<file path="config.mk">
export PLATFORM = sky130hd
export DESIGN_NAME = cmd_arbiter
export DESIGN_NICKNAME = d
export VERILOG_FILES = /design/src/rtl/cmd_arbiter.sv
export SDC_FILE = /design/constraint.sdc
export NUM_CORES = 1
export LEC_CHECK = 0
export CAP_MARGIN = 20
export CORE_UTILIZATION = 38
export DETAILED_ROUTE_END_ITERATION = 8
export PLACE_DENSITY = 0.88
export RECOVER_POWER = 50
export SETUP_SLACK_MARGIN = 0.3
export SLEW_MARGIN = 20
export SYNTH_ARGS = -nofsm -noshare
export SYNTH_HDL_FRONTEND = slang
export SYNTH_SLANG_ARGS = --single-unit
</file>
<file path="constraint.sdc">
create_clock -name clk -period 2.11 [get_ports clk]
set_input_delay 0.211 -clock clk [delete_from_list [all_inputs] [get_ports clk]]
set_output_delay 0.211 -clock clk [all_outputs]
set_load 0.01 [all_outputs]
</file>
<file path="src/rtl/cmd_arbiter.sv">
// Two-requester command arbiter with round-robin fairness and a single outstanding command.
// Optional ack deadline enabled by defining CMD_TIMEOUT_EN.
module cmd_arbiter #(
  parameter int TIMEOUT_CYCLES = 1024,
  parameter int ADDR_W         = 8
) (
  input  logic              clk,
  input  logic              reset,
  input  logic              req0_valid,
  input  logic [2:0]        req0_cmd,
  input  logic [ADDR_W-1:0] req0_addr,
  input  logic              req1_valid,
  input  logic [2:0]        req1_cmd,
  input  logic [ADDR_W-1:0] req1_addr,
  output logic              grant0,
  output logic              grant1,
  output logic              done0,
  output logic              done1,
  output logic              err0,
  output logic              err1,
  output logic              cmd_valid,
  output logic [2:0]        command,
  output logic [ADDR_W-1:0] address,
  input  logic              app_ack,
  output logic              busy
);

  typedef enum logic [1:0] {IDLE, ISSUE, RELEASE} state_t;

  if (TIMEOUT_CYCLES < 2 || TIMEOUT_CYCLES > 65535) begin : g_bad_timeout
    $error("cmd_arbiter: TIMEOUT_CYCLES must be in 2..65535");
  end

  state_t              state_reg, state_next;
  logic                cmd_valid_reg, cmd_valid_next;
  logic [2:0]          command_reg, command_next;
  logic [ADDR_W-1:0]   address_reg, address_next;
  logic                last_owner_reg, last_owner_next;
  logic                grant0_reg, grant0_next;
  logic                grant1_reg, grant1_next;
  logic                done0_reg, done0_next;
  logic                done1_reg, done1_next;
  logic                pick;

`ifdef CMD_TIMEOUT_EN
  localparam logic [15:0] TIMEOUT_LAST = 16'(TIMEOUT_CYCLES - 1);
  logic [15:0]         count_reg, count_next;
  logic                err0_reg, err0_next;
  logic                err1_reg, err1_next;
`endif

  // last_owner_reg is also the owner of the command in flight, since it only changes on grant
  always_comb begin
    state_next      = state_reg;
    cmd_valid_next  = cmd_valid_reg;
    command_next    = command_reg;
    address_next    = address_reg;
    last_owner_next = last_owner_reg;
    grant0_next     = 1'b0;
    grant1_next     = 1'b0;
    done0_next      = 1'b0;
    done1_next      = 1'b0;
    pick            = (req0_valid && req1_valid) ? ~last_owner_reg : req1_valid;
`ifdef CMD_TIMEOUT_EN
    count_next      = count_reg;
    err0_next       = 1'b0;
    err1_next       = 1'b0;
`endif
    case (state_reg)
      IDLE: begin
        if (req0_valid || req1_valid) begin
          command_next    = pick ? req1_cmd : req0_cmd;
          address_next    = pick ? req1_addr : req0_addr;
          grant0_next     = ~pick;
          grant1_next     = pick;
          last_owner_next = pick;
          cmd_valid_next  = 1'b1;
          state_next      = ISSUE;
`ifdef CMD_TIMEOUT_EN
          count_next      = '0;
`endif
        end
      end
      ISSUE: begin
        if (app_ack) begin
          done0_next     = ~last_owner_reg;
          done1_next     = last_owner_reg;
          cmd_valid_next = 1'b0;
          state_next     = RELEASE;
        end
`ifdef CMD_TIMEOUT_EN
        else if (count_reg == TIMEOUT_LAST) begin
          err0_next      = ~last_owner_reg;
          err1_next      = last_owner_reg;
          cmd_valid_next = 1'b0;
          state_next     = RELEASE;
        end else begin
          count_next = count_reg + 16'd1;
        end
`endif
      end
      RELEASE: begin
        state_next = IDLE;
      end
      default: begin
        state_next     = IDLE;
        cmd_valid_next = 1'b0;
      end
    endcase
  end

  always_ff @(posedge clk) begin
    if (reset) begin
      state_reg      <= IDLE;
      cmd_valid_reg  <= 1'b0;
      command_reg    <= 3'd0;
      address_reg    <= '0;
      last_owner_reg <= 1'b1;
      grant0_reg     <= 1'b0;
      grant1_reg     <= 1'b0;
      done0_reg      <= 1'b0;
      done1_reg      <= 1'b0;
`ifdef CMD_TIMEOUT_EN
      count_reg      <= '0;
      err0_reg       <= 1'b0;
      err1_reg       <= 1'b0;
`endif
    end else begin
      state_reg      <= state_next;
      cmd_valid_reg  <= cmd_valid_next;
      command_reg    <= command_next;
      address_reg    <= address_next;
      last_owner_reg <= last_owner_next;
      grant0_reg     <= grant0_next;
      grant1_reg     <= grant1_next;
      done0_reg      <= done0_next;
      done1_reg      <= done1_next;
`ifdef CMD_TIMEOUT_EN
      count_reg      <= count_next;
      err0_reg       <= err0_next;
      err1_reg       <= err1_next;
`endif
    end
  end

  assign grant0    = grant0_reg;
  assign grant1    = grant1_reg;
  assign done0     = done0_reg;
  assign done1     = done1_reg;
  assign cmd_valid = cmd_valid_reg;
  assign command   = command_reg;
  assign address   = address_reg;
  assign busy      = (state_reg != IDLE);

`ifdef CMD_TIMEOUT_EN
  assign err0 = err0_reg;
  assign err1 = err1_reg;
`else
  assign err0 = 1'b0;
  assign err1 = 1'b0;
`endif

endmodule

</file>
Word level (Yosys, flattened, before mapping) --
Index checks and enable logic that the tools add are counted.
Cells by class: reduce and logical (&&, ||, !) cells 9, shift-type cells 0, $add $sub $neg 0, divide/modulo/power cells 0, order comparisons 0, bitwise operators 7, eq/ne operators 4, multiply operators 0, multiplexer cells 9
Operators with widths (number):
- 8-bit 2-to-1 mux | 1
- 1-bit NOT | 7
- 3-bit OR reduction | 2
- 2-bit 2-to-1 mux | 2
- 2-bit != test (second input constant) | 2
- 2-bit one-hot mux with 2 select lines | 1
- 2-bit AND reduction | 2
- 1-bit 2-to-1 mux | 3
- 3-bit 2-to-1 mux | 1
- 1-bit one-hot mux with 3 select lines | 1
- 3-bit AND reduction | 1
- 2-bit by 1-bit equality test with 1-bit output (second input constant) | 1
- 2-bit equality test (second input constant) | 1
- 2-bit logical NOT | 1
- 2-bit nonzero test | 1
- 1-bit logical AND | 1
- 1-bit logical OR | 1
Word-level totals: register bits after elaboration 19, ROM bits 0, input bits 27, RAM bits 0, latch bits 0, memories 0, word-level logic and storage cells 38, output and inout port bits 19

Longest topological paths before layout --
Gate-level depths: netlist of the first run.
word-level depth 3, mapped depth 4, depth with buffers taken out 3

Worst setup path before layout of the first run --
Ideal clock, no wire load.
kind register to register, start point reg state_reg[1], end point reg address_reg[0] (netlist: address[0]), setup time 0.059 ns, required time 2.051 ns, data arrival time 1.283 ns, clock period less this slack 1.342 ns, path buffers 1, slack 0.768 ns, cell stages (with the launch flop) 5, cells stage by stage dfxtp_1 -> or3_4 -> a211oi_4 -> buf_6 -> a221o_1
On the way: word-level cells in the longest chain between the ends 2
Ends and longest elaborated chain:
- start, declared | line 34 | state_t state_reg, state_next;
- start signal, assigned | line 129 | state_reg <= state_next;
- 2-bit logical NOT | line 69 | case (state_reg)
- 2-bit AND reduction (no line)
- end signal, assigned | line 132 | address_reg <= address_next;
- end, declared | line 37 | logic [ADDR_W-1:0] address_reg, address_next;
Every way passes these cells. A chain may end at the register's enable or synchronous reset.

==> metrics, run 1 <==
Iter 0 DRT Violations 17; RSZ-0062 raised after global routing false; # DRC 0; post-route cell area 1230 um2; worst-margin pin slew 0.513 ns; Pins Over Slew Limit 0; ANT cells 0; via count 764; worst min path class flip-flop to flip-flop; cell count after synthesis 80; Reg2Reg Setup Slack 0.41 ns; Synth Register Bits 19; Static Leak 0.505 nW; Net Sw Frac 0.261; Final Hold Fails 0; multi-input logic area 334 um2; status finished clean; largest net degree at the start of global routing 14; Final Skew 0.00559 ns; Int Power 0.580 mW; Clock Power Share 0.229; Worst Setup End Kind flip-flop; initial antenna violation count 0; CTS resizes 0; Yosys cell types 21; Final Util 0.684; # nets final 152; CP Launch Type input port; placed cell count 145; Mapped Area 766 um2; htree depth 1; reg2reg end address[0]; area post-placement 1210 um2; final setup TNS 0 ns; die width 46.9 um; Clock Root Buffer clkbuf_4; worst-skew pair later-pin latency 0.29 ns; share of layout cells above drive strength 1 0.0887; DP HPWL 1510 um; P_sw 0.205 mW; most common cell after layout, fill and taps aside clkdlybuf4s50_1; final wirelength 2040 um; fillers 147; max_cap viols 0; boundary pin count 46; RR Startpoint state_reg[1]; fin cells 149; Die Ht 46.9 um; Reg2Reg Depth 3; commonest non-fill, non-tap cells in the layout clkdlybuf4s50_1, dfxtp_1, nor3_1, nand2_1, dlygate4sd3_1; power density cells 637 nW/um2; Routed WL per cell 13.7 um; Post-CTS Setup Inserts 0; Placer Congestion 0.866; crit path kind input port to flip-flop; Comb pwr share 0.251; Yosys warning count 0; Clock Sinks 19; worst vdd ir 0.000515 V; CP Max Fanout 13; Tcrit/Tclk final 0.826; Area Growth Syn to Fin 60.9%; first drt pass iteration count 4; core area 1800 um2; max reg flops 8; number of global-route vias before repair 718; vias per cell 5.13; TritonCTS clock tree done; register share of total power 0.520; total grt overflow 0; Fmax 574 MHz; register area share after synthesis 0.497; Final setup viols 0; Worst Setup EP address[0]; Total GRT Usage 0.196; Tmin final 1.74 ns; Core Rows 15; Seq. cell area 380 um2; Initial Util 0.425; critical path startpoint reset; CTS Buf Count 3; Die ar. 2200 um2; Port Buffers 43; syn avg cell area 9.57 um2; clock-pin slew of the registers on the worst-case setup and hold paths 0.10 ns; post-route ant nets 0; Worst EP arrival 1.98 ns; first-pass GRT wire length 2880 um; Clock Tree Buf Depth 2; hold_buf cts 0; Slew HR 0.657; Worst Path Required 2.35 ns; Overall Power 0.785 mW
worst min-delay path by stage:
| stage | from | end | slack, ns | cells past startpoint |
|---|---|---|---|---|
| floorplan | reset | cmd_valid | 0.28 | 1 |
| detailed placement | address[2] | address[2] | 0.47 | 1 |
| global route | address[3] | address[3] | 0.51 | 1 |
| finish | address[2] | address[2] | 0.49 | 1 |
| CTS | address[2] | address[2] | 0.50 | 1 |
| global placement | address[7] | address[7] | 0.47 | 1 |
area by class of cell:
cell class | instances | area share
sequential | 19 | 0.309
tap | 25 | 0.0254
timing repair buffer | 46 | 0.364
multi-input combinational | 52 | 0.271
inverter | 3 | 0.00914
clock buffer | 4 | 0.0213
kinds of logic after synthesis:
logic type             count (synthesis)  synth area share
other                                  1           0.00490
buffers and inverters                 10            0.0719
AOI/OAI and AO/OA                     17             0.209
DFF                                   19             0.497
and+or+nand+nor                       33             0.217
worst max-delay path, stage by stage:
cell and delay [ns]:
clkdlybuf4s50_1 0.54, or3_4 0.47, a211oi_4 0.50, a221o_1 0.25
metal layers:
metal	GRT usage	part of all wire	vias up	wire, um
li1	-	-	377	-
met1	0.218	0.41	338	835
met2	0.317	0.49	45	1000
met3	0.0538	0.078	4	159
met4	0.149	0.019	0	38
met5	0	0	-	0
power groups by stage:
stage / clock network, mW / logic (mW) / registers, mW
2_1_floorplan: 0 / 0.0737 / 0.427
3_3_place_gp: 0 / 0.199 / 0.416
3_5_place_dp: 0 / 0.204 / 0.416
4_1_cts: 0.184 / 0.205 / 0.409
5_1_grt: 0.202 / 0.211 / 0.411
6_report: 0.180 / 0.197 / 0.408
synthesized netlist by cell type (all sizes together):
cell type,n,share of area
a211oi,1,0.026
a21oi,2,0.013
a221o,11,0.15
a22oi,1,0.0098
buf,5,0.047
clkbuf,2,0.0098
conb,1,0.0049
dfxtp,19,0.50
inv,3,0.015
nand2,12,0.059
nor2,2,0.0098
nor2b,1,0.0082
nor3,13,0.085
nor3b,1,0.016
nor4,2,0.016
o21ai,2,0.013
or2,1,0.0082
or3,1,0.015
through the flow:
stage / hold WS, ns / worst slack (ns)
6_report: 0.489 / 0.368
4_1_cts: 0.500 / 0.390
3_5_place_dp: 0.467 / 0.114
3_3_place_gp: 0.471 / 0.178
2_1_floorplan: 0.283 / 0.768
5_1_grt: 0.508 / 0.312
No activity file was read; power rests on OpenSTA's default activity.
==> inputs of run 2 (changes only) <==
--- a/config.mk
+++ b/config.mk
@@ -6,9 +6,9 @@
 export NUM_CORES = 1
 export LEC_CHECK = 0
 export CAP_MARGIN = 20
-export CORE_UTILIZATION = 38
+export CORE_UTILIZATION = 32
 export DETAILED_ROUTE_END_ITERATION = 8
-export PLACE_DENSITY = 0.88
+export PLACE_DENSITY = 0.8
 export RECOVER_POWER = 50
 export SETUP_SLACK_MARGIN = 0.3
 export SLEW_MARGIN = 20
==> constraint.sdc (replaced) <==
create_clock -name clk -period 1.4 [get_ports clk]
set_input_delay 0.14 -clock clk [delete_from_list [all_inputs] [get_ports clk]]
set_output_delay 0.14 -clock clk [all_outputs]
set_load 0.01 [all_outputs]
==> run 2 against run 1 <==
Net effect:
- first-iteration DRC count is 24% lower
- critical path depth stayed put
- core utilization is 7.3 points lower
- global-route usage is 3.1 points lower
- largest power group unchanged
- sequential power is 51% higher
- sequential cell count stayed put
- hold slack worse by 0.027 ns
- combinational power is 71% higher
- clock power is 50% higher
==> metrics, run 2 (synthesis results as in run 1) <==
pre-CTS WS -0.187 ns (-0.301 ns); Reg2Reg Setup Slack 0.08 ns (-0.33 ns); Die Ht 50.9 um (+8.6%); Static Leak 0.577 nW (+14%); Final setup viols 0 (unchanged); post-route ant nets 0 (unchanged); RSZ-0062 raised after global routing true; busiest grt layer met2; fin cells 162 (+8.7%); Worst EP arrival 1.56 ns (-0.42 ns); Final Skew 0.00149 ns (-0.00409 ns); DP HPWL 1570 um (+3.5%); commonest non-fill, non-tap cells in the layout clkdlybuf4s50_1, dfxtp_1, nand2_1, dlygate4sd2_1; Reg2Reg Depth 4 (+1); power density cells 897 nW/um2 (+41%); CP Launch Type flip-flop; crit path kind flip-flop to flip-flop; worst vdd ir 0.000767 V (+49%); TritonCTS clock tree done; Final Hold Fails 0 (unchanged); Clock Root Buffer clkbuf_4; largest net degree at the start of global routing 13 (-1); grt met1 use 0.202 (-0.0159); most common cell after layout, fill and taps aside clkdlybuf4s50_1; Core Rows 17 (+2); Tcrit/Tclk final 0.942; max reg flops 8 (unchanged); post-route cell area 1360 um2 (+11%); ANT cells 0 (unchanged); worst min path class input port to flip-flop; Initial Util 0.343 (-0.0821); die width 50.9 um (+8.6%); Total GRT Usage 0.165 (-0.0305); Worst Path Required 1.64 ns (-0.71 ns); first drt pass iteration count 4 (unchanged); Placer Congestion 0.717 (-17%); met2 Use GR 0.272 (-0.0447); htree depth 1 (unchanged); Port Buffers 43 (unchanged); # DRC 0 (unchanged); placed cell count 156 (+7.6%); Routed WL per cell 13.3 um (-2.6%); Die ar. 2590 um2 (+18%); Pins Over Slew Limit 0 (unchanged); worst setup margin 0.0810 ns (-0.287 ns); via count 812 (+6.3%); final wirelength 2160 um (+5.9%); initial antenna violation count 0 (unchanged); vias per cell 5.01 (-2.2%); Worst Setup End Kind flip-flop; RR Startpoint state_reg[0]; CP Max Fanout 12 (-1); reg2reg end address[6]; Tmin final 1.32 ns; Clock Tree Buf Depth 2 (unchanged); status finished clean; worst hold start req1_addr[3]; clock-pin slew of the registers on the worst-case setup and hold paths 0.10 ns (about the same); boundary pin count 46 (unchanged); max_cap viols 0 (unchanged); hold_buf cts 0 (unchanged); routing usage on met3 0.0476 (-0.00623); Worst Hold End address[3]; CTS Buf Count 3 (unchanged); core area 2230 um2 (+24%); Iter 0 DRT Violations 13 (-4); worst-skew pair later-pin latency 0.29 ns (about the same); Clock Sinks 19 (unchanged); Final Util 0.611 (-0.0734); Hold Path Cell Cnt 2 (+1); Area Growth Syn to Fin 78.1%; area post-placement 1300 um2 (+7.4%); number of global-route vias before repair 739 (+2.9%); Fmax 758 MHz; total grt overflow 0 (unchanged); first-pass GRT wire length 3210 um (+12%); share of layout cells above drive strength 1 0.216 (+0.128); # nets final 162 (+6.6%)
[run 2: worst max-delay path, cell delays in order (launching register included)]
cell and delay [ns]:
dfxtp_1 0.35, or3_4 0.41, buf_12 0.16, nor3_2 0.21, a221o_1 0.14
[run 2: layer usage]
| layer | up-vias | part of all wire |
|---|---|---|
| li1 | 399 | - |
| met1 | 357 | 0.44 |
| met2 | 52 | 0.46 |
| met3 | 4 | 0.087 |
| met4 | 0 | 0.019 |
| met5 | - | 0 |
[run 2: layout make-up]
| class | instances | area (um2) |
|---|---|---|
| Clock buffer | 4 | 26.3 |
| Fill cell | 201 | 870 |
| Inverter | 3 | 11.3 |
| Multi-Input combinational cell | 52 | 373 |
| Sequential cell | 19 | 382 |
| Tap cell | 28 | 35.0 |
| Timing Repair Buffer | 56 | 537 |
[run 2: repair_timing]
item / 4_1_cts / 5_1_grt
endpoints found under the setup margin: 31 / 25
endpoints found under the hold margin: 0 / 0
setup buffers: 1 / 1
gates resized for setup: 20 / 15
[run 2: how the worst max path moves through the flow]
stage            startpoint    endpoint  slack [ns]  depth (start not counted)
6_report       state_reg[0]  address[6]        0.08                          4
2_1_floorplan  state_reg[0]  address[0]        0.17                          4
5_1_grt        state_reg[0]  address[2]        0.04                          4
3_5_place_dp          reset  address[6]       -0.19                          5
4_1_cts        state_reg[0]  address[4]         0.1                          4
3_3_place_gp          reset  address[7]       -0.14                          5
[run 2: where the power goes]
group / switching [mW] / internal (mW) / leakage (nW)
Combinational: 0.137 / 0.199 / 0.405
Clock: 0.159 / 0.111 / 0.0150
Sequential: 0.0292 / 0.587 / 0.157
[run 2: metrics by stage]
| step | hold WS [ns] | TNS [ns] | power, mW |
|---|---|---|---|
| 3_3_place_gp | 0.472 | -1.55 | 0.960 |
| 6_report | 0.462 | 0 | 1.22 |
| 3_5_place_dp | 0.471 | -1.95 | 0.967 |
| 4_1_cts | 0.452 | 0 | 1.21 |
| 2_1_floorplan | 0.209 | 0 | 0.755 |
| 5_1_grt | 0.439 | 0 | 1.30 |
==> inputs of run 3 (changes only) <==
--- a/config.mk
+++ b/config.mk
@@ -6,6 +6,7 @@
 export NUM_CORES = 1
 export LEC_CHECK = 0
 export CAP_MARGIN = 20
+export CORE_MARGIN = 5
 export CORE_UTILIZATION = 32
 export DETAILED_ROUTE_END_ITERATION = 8
 export PLACE_DENSITY = 0.8
==> run 3 against run 2 <==
Net effect:
- non-clock buffer count unchanged
- maximum frequency up 1.1%
- hold slack better by 0.00095 ns
- sequential share of layout area up 0.15 points
- critical path depth unchanged
- cell area down 0.55%
- final cell count unchanged
- largest power group unchanged
- highest routed layer unchanged
==> metrics, run 3 (synthesis results as in run 1) <==
Placer Congestion 0.770 (+7.4%); Tcrit/Tclk final 0.932 (-0.00986); Worst Setup End Kind flip-flop; Core Rows 17 (unchanged); Slowest cell on crit path or3_4; Final setup viols 0 (unchanged); Routed WL per cell 13.9 um (+4.3%); Pins Over Slew Limit 0 (unchanged); ANT cells 0 (unchanged); Die ar. 3470 um2 (+34%); Clock Sinks 19 (unchanged); top routing layer in use met4; clock-pin slew of the registers on the worst-case setup and hold paths 0.11 ns (about the same); initial antenna violation count 0 (unchanged); Iter 0 DRT Violations 12 (-1); Final Hold Fails 0 (unchanged); Fmax 766 MHz (+1.1%); htree depth 1 (unchanged); hold_buf cts 0 (unchanged); worst path cell trace or3_4, a211oi_4, buf_12, a221o_2; CTS Buf Count 3 (unchanged); multi-input logic area 373 um2 (unchanged); Routed met3 length 199 um (+6.4%); Seq. cell area 382 um2 (unchanged); commonest non-fill, non-tap cells in the layout clkdlybuf4s50_1, dfxtp_1, nand2_1, dlygate4sd2_1, buf_4; Tmin final 1.31 ns (-0.0138 ns); Worst Path Required 1.65 ns (about the same); Min Hold Slack 0.463 ns (+0.000953 ns); crit path kind flip-flop to flip-flop; Static Leak 0.576 nW (-0.17%); via count 809 (-0.37%); worst setup margin 0.0948 ns (+0.0138 ns); post-route cell area 1360 um2 (-0.55%); share of layout cells above drive strength 1 0.224 (+0.00746); Overall Power 1.21 mW (-0.76%); CP Max Fanout 12 (unchanged); pre-CTS WS -0.193 ns (-0.00605 ns); most common cell after layout, fill and taps aside clkdlybuf4s50_1; Final Skew 0.00166 ns (+0.000163 ns); first-pass GRT wire length 3490 um (+8.8%); fin cells 162 (unchanged); met2 WL 1010 um (+2.5%); Worst EP arrival 1.55 ns (about the same); Clock Root Buffer clkbuf_4; final wirelength 2250 um (+4.3%); Total GRT Usage 0.130 (-0.0347); worst vdd ir 0.000600 V (-22%); die width 58.9 um (+16%); CP Launch Type flip-flop; Area Growth Syn to Fin 77.1%; boundary pin count 46 (unchanged); first drt pass iteration count 5 (+1); power density cells 895 nW/um2 (-0.21%); post-route ant nets 0 (unchanged); M1 wire length 1030 um (+8.9%); max_cap viols 0 (unchanged); fillers 228 (+13%); crit-path max cell delay 0.40 ns (about the same); core area 2250 um2 (+0.95%); area post-placement 1290 um2 (-0.39%); RSZ-0062 raised after global routing true; worst-skew pair later-pin latency 0.29 ns (about the same); TritonCTS clock tree done; total grt overflow 0 (unchanged); Final Util 0.602 (-0.00909); largest net degree at the start of global routing 13 (unchanged); Clock Tree Buf Depth 2 (unchanged); DP HPWL 1800 um (+14%); final setup TNS 0 ns (unchanged); placed cell count 157 (+0.64%); worst min path class input port to flip-flop; status finished clean; vias per cell 4.99 (-0.37%); # nets final 162 (unchanged); # DRC 0 (unchanged); Initial Util 0.340 (-0.00323); max reg flops 8 (unchanged); number of global-route vias before repair 752 (+1.8%); Die Ht 58.9 um (+16%); Port Buffers 43 (unchanged)
-- run 3: path summary, 6_finish.rpt --
check / depth (start not counted) / to / slack (ns) / startpoint
setup / recovery: 4 / address[4] / 0.09 / state_reg[0]
hold / removal: 2 / address[1] / 0.46 / req1_addr[1]
setup reg to reg: 4 / address[4] / 0.09 / state_reg[0]
hold reg to reg: 1 / command[0] / 0.50 / command[0]
-- run 3: worst max-delay path, delay by kind of cell (launching register included) --
family	cells	cell delay (ns)
simple gates	1	0.40
buf+inv	1	0.16
compound gates	2	0.34
flops	1	0.34
-- run 3: routing by layer --
layer / vias to the layer above / track usage
met2: 37 / 0.210
met5: - / 0
met3: 2 / 0.0329
met1: 373 / 0.167
met4: 0 / 0.0485
li1: 397 / -
-- run 3: area by class of cell --
type,instances,share of cell area
clock buffer,3,0.0166
clock inverter,1,0.00369
inverter,3,0.00830
multi-input combinational,52,0.275
sequential,19,0.281
tap,28,0.0258
timing repair buffer,56,0.389
-- run 3: power by group --
| group | leakage (nW) | internal [mW] | switching, mW |
|---|---|---|---|
| Sequential | 0.157 | 0.587 | 0.0270 |
| Combinational | 0.402 | 0.193 | 0.135 |
| Clock | 0.0177 | 0.106 | 0.164 |
-- run 3: repair_timing --
action / 4_1_cts / 5_1_grt
pin swaps: 1 / 0
endpoints found under the setup margin: 31 / 23
gates resized for setup: 25 / 10
endpoints found under the hold margin: 0 / 0
buffers inserted: 1 / 0
